File: config.mk
export PLATFORM = sky130hd
export DESIGN_NAME = binary_to_gray_counter
export DESIGN_NICKNAME = d
export VERILOG_FILES = /design/src/rtl/binary_to_gray_counter.sv
export SDC_FILE = /design/constraint.sdc
export NUM_CORES = 1
export LEC_CHECK = 0
export CORE_MARGIN = 2
export CORE_UTILIZATION = 38
export DETAILED_ROUTE_END_ITERATION = 8
export GPL_TIMING_DRIVEN = 1
export PLACE_DENSITY = 0.72
export SLEW_MARGIN = 20
export SYNTH_ARGS = -nofsm -noshare
export SYNTH_HDL_FRONTEND = slang
export SYNTH_SLANG_ARGS = --single-unit
File: constraint.sdc
create_clock -name clk -period 1.8 [get_ports clk]
set_clock_uncertainty 0.05 [all_clocks]
set_input_delay 0.36 -clock clk [delete_from_list [all_inputs] [get_ports clk]]
set_output_delay 0.36 -clock clk [all_outputs]
set_load 0.1 [all_outputs]
File: src/rtl/binary_to_gray_counter.sv
`default_nettype none
// ============================================================================
// Module      : binary_to_gray_counter
// Description : Registered up/down binary counter with a registered Gray-code
//               view of the same count. Both views update on the same edge,
//               so they always agree. gray_out changes in exactly one bit per
//               enable step, which makes it safe to sample asynchronously.
//
// Ports       : clk       - single clock, rising edge
//               rst_n     - asynchronous active-low reset (outputs -> 0)
//               clear     - synchronous clear to zero (highest priority)
//               load      - synchronous load of load_bin
//               load_bin  - binary value to load [WIDTH]
//               enable    - advance one step this cycle
//               up_down   - 1 = increment, 0 = decrement
//               bin_out   - registered binary count [WIDTH]
//               gray_out  - registered Gray code of bin_out [WIDTH]
//               wrap      - one-cycle pulse after a rollover step
//
// Revision    : 1.0 - initial release
// ============================================================================
module binary_to_gray_counter #(
    parameter int WIDTH = 4
) (
    input  logic             clk,
    input  logic             rst_n,
    input  logic             clear,
    input  logic             load,
    input  logic [WIDTH-1:0] load_bin,
    input  logic             enable,
    input  logic             up_down,
    output logic [WIDTH-1:0] bin_out,
    output logic [WIDTH-1:0] gray_out,
    output logic             wrap
);

    localparam logic [WIDTH-1:0] c_zero = '0;
    localparam logic [WIDTH-1:0] c_one  = {{(WIDTH-1){1'b0}}, 1'b1};
    localparam logic [WIDTH-1:0] c_max  = '1;

    logic [WIDTH-1:0] r_bin;
    logic [WIDTH-1:0] r_gray;
    logic             r_wrap;

    logic [WIDTH-1:0] w_bin_next;
    logic [WIDTH-1:0] w_gray_next;
    logic             w_wrap_next;

    // Next-state selection: clear > load > enable step > hold.
    // wrap is only ever raised by an enable step crossing the boundary.
    always_comb begin
        w_bin_next  = r_bin;
        w_wrap_next = 1'b0;
        if (clear) begin
            w_bin_next = c_zero;
        end else if (load) begin
            w_bin_next = load_bin;
        end else if (enable) begin
            if (up_down) begin
                w_bin_next  = r_bin + c_one;
                w_wrap_next = (r_bin == c_max);
            end else begin
                w_bin_next  = r_bin - c_one;
                w_wrap_next = (r_bin == c_zero);
            end
        end
    end

    // Gray encoding of the *next* binary value, so the Gray register is
    // loaded directly and gray_out never has logic between flop and pin.
    assign w_gray_next[WIDTH-1] = w_bin_next[WIDTH-1];

    generate
        for (genvar gi = 0; gi < WIDTH - 1; gi++) begin : g_gray_enc
            assign w_gray_next[gi] = w_bin_next[gi+1] ^ w_bin_next[gi];
        end
    endgenerate

    always_ff @(posedge clk or negedge rst_n) begin
        if (!rst_n) begin
            r_bin  <= c_zero;
            r_gray <= c_zero;
            r_wrap <= 1'b0;
        end else begin
            r_bin  <= w_bin_next;
            r_gray <= w_gray_next;
            r_wrap <= w_wrap_next;
        end
    end

    assign bin_out  = r_bin;
    assign gray_out = r_gray;
    assign wrap     = r_wrap;

endmodule
`default_nettype wire
==> impl_results.md <==
* PwrDens at 820.0 nW/µm²
* Pleak at 0.4356 nW
* Critical Path RT at 1890 ps
* CP bufs+invs at 0
* Detailed Routing Iterations Pass 1 at 4
* Top delay family on crit path: simple AND/OR/NAND/NOR gates
* Final nets at 95
* Port Buffer Count at 18
* GRT Util Overall at between 10% and 20%
* CTS root buf: clkbuf_4
* Layout area overhead at 79.16%
* DP Cell Count at 91
* Unique masters post-synth at 34
* Synth Register Bits at 8
* Post-synth top area cell: dfrtp_1
* Pre-CTS setup slack at -509.6 ps
* I/O pin count at 19
* Worst slew pin tran at 467.7 ps
* Routability Congestion at 0.7803
* Core area at 1301 µm²
* # rows at 13
* Cells along the critical path: or4b_1, a221o_1, nand3_2, mux2_4
* Arrival time at the worst endpoint at 1930 ps
* Crit start category: flop
* Clock buffer count from CTS at 3
* Hold_ws at 340.3 ps
* Status: finished, violations left
* Post-synth net total at 65
* Total of max-cap violations at 0
* RSZ-0062 raised after global routing: true
* Initial antenna violation count at 0
* Chip width at about 41 µm
* Fin crit period at 1832 ps
* Fin. Hold Viols at 0
* Seq/Total Area, Yosys at between 30 and 40%
* Antenna cells at 0
* H-tree Lvls at 1
* Fin cells at 95
* GRT Residual Overflow at 0
* Commonest non-fill, non-tap cell in the layout: buf_12
* Met3 wire len at 49 µm
* Final worst setup slack at -31.97 ps
* Vias in the first global route at 533
* CP Capture Type: flop
* Post-DR vias/cell at 5.442
* Deepest clock path buffer count at 2
* Met2 WL at 809 µm
* Max frequency at around 0.55 GHz
* Top sig layer: met4
* Vias post-DR at 517
* Drt drc at 0
* Max-slew headroom at between 60% and 70%
* Syn_area_per_cell at 10.27 µm²
* Routed len/inst at 15.40 µm
* Synth area leaders: dfrtp_1 (37%), xnor2_1 (4.9%), ha_1 (4.7%)
* First-pass GRT wire length at 2.470 mm
* Clock slew at reported path FFs at around 60 ps
* HPWL after DPL at between 1 and 1.5 mm
* CP Class: reg -> reg
* Wire length on met1 at 543 µm
* Slowest Stage Delay on Critical Path at around 470 ps
* Final worst-path cycle share at 101.8%
* Worst path slowest cell: dfrtp_4
* Gate Count Post-Synth at 52
* Most frequent cells in the layout: buf_12 (9), buf_4 (8), clkdlybuf4s50_1 (6)
* Post-synth design cell area at 534.3 µm²
* Worst-Skew Late Latency at roughly 260 ps
* HP Class: in -> async
* Antenna-violating nets left at 0
* Initial Utilization at around two fifths
* Total Neg Setup Slack at -31.97 ps
* Max-slew violations at 0
* DRT Wirelength at between 1 and 1.5 mm
* Die area at 1722 µm²
* Ys Warns at 0
* DR iter-0 viols at 9
* Sinks on Clock Net at 8
* CTS tree: yes
* Top cell type's share of synthesized area at 37.47%
* Die H at 41.50 µm
* Largest net degree at the start of global routing at 12
* Worst-path fanout max at 2
* Failing checks: negative setup slack
* Share of layout cells above drive strength 1 at 47.50%
* Final setup viols at 1
* Max rail drop VDD at 0.4591 mV
[timing repair]
action,in CTS,in global routing
hold buffers,0,0
buffers inserted,0,1
gates resized for setup,7,2
pin swaps,3,5
endpoints found under the setup margin,5,5
[power breakdown]
group          internal [W]  switching, W
registers          0.000204     0.0000218
logic              0.000171      0.000247
clock network     0.0000765     0.0000646
[cells in the mapped netlist, drive strengths merged]
library cell / count
dfrtp: 8
inv: 6
nand3: 3
xnor2: 3
buf: 2
ha: 2
mux2i: 2
nor2: 2
a2111oi: 1
a211oi: 1
a21o: 1
a21oi: 1
a221o: 1
a22oi: 1
a31oi: 1
and2b: 1
and3: 1
and4bb: 1
fa: 1
mux2: 1
nand2: 1
nand2b: 1
nand3b: 1
nor2b: 1
nor3: 1
nor3b: 1
nor4: 1
o211ai: 1
o21a: 1
o2bb2ai: 1
or4b: 1
xor2: 1
[layout make-up]
class / instances / area (µm²)
Multi-Input combinational cell: 36 / 339.1
Clock buffer: 3 / 22.52
Timing Repair Buffer: 27 / 339.1
Inverter: 6 / 25.02
Sequential cell: 8 / 212.7
Tap cell: 15 / 18.77
Fill cell: 103 / 344.1
[worst paths after layout]
check	from	to	slack, ps	cells after the start
max	bin_out[3]$_DFF_PN0_	gray_out[2]$_DFF_PN0_	-30	4
min	rst_n	gray_out[0]$_DFF_PN0_	340	1
max reg2reg	bin_out[3]$_DFF_PN0_	gray_out[2]$_DFF_PN0_	-30	4
min reg2reg	bin_out[1]$_DFF_PN0_	wrap$_DFF_PN0_	670	3
max in group asynchronous	rst_n	bin_out[0]$_DFF_PN0_	1050	1
min in group clk	load	wrap$_DFF_PN0_	580	3
[flip-flops by register name, indices dropped and copies added (netlist names)]
signal    flops
gray_out      3
bin_out       4
wrap          1
[through the flow]
| stage | utilization [%] | instance area [µm²] | total power, W |
|---|---|---|---|
| global placement | 69.81 | 908.4 | 0.0006277 |
| floorplan | - | 571.8 | 0.0004655 |
| global route | 73.56 | 957.2 | 0.0008200 |
| detailed placement | 69.81 | 908.4 | 0.0006365 |
| finish | 73.56 | 957.2 | 0.0007848 |
| CTS | 72.21 | 939.7 | 0.0007817 |
[per-layer routing]
layer,track usage [%],vias up
met2,33.44,18
li1,-,244
met1,20.60,249
met5,0,-
met3,3.478,6
met4,15.48,0
[cell families (layout without fill, tap and decap cells)]
family          Yosys count  in the layout  share of synthesized area (%)
xor+xnor                  4              4                          6.559
compound gates           10             10                          14.29
buf+inv                   8             36                          6.557
flops                     8              8                          37.47
mux                       3              3                          6.557
fa+ha+maj                 3              3                          8.430
simple gates             16             16                          20.14
Power figures use the tool's default switching activity.
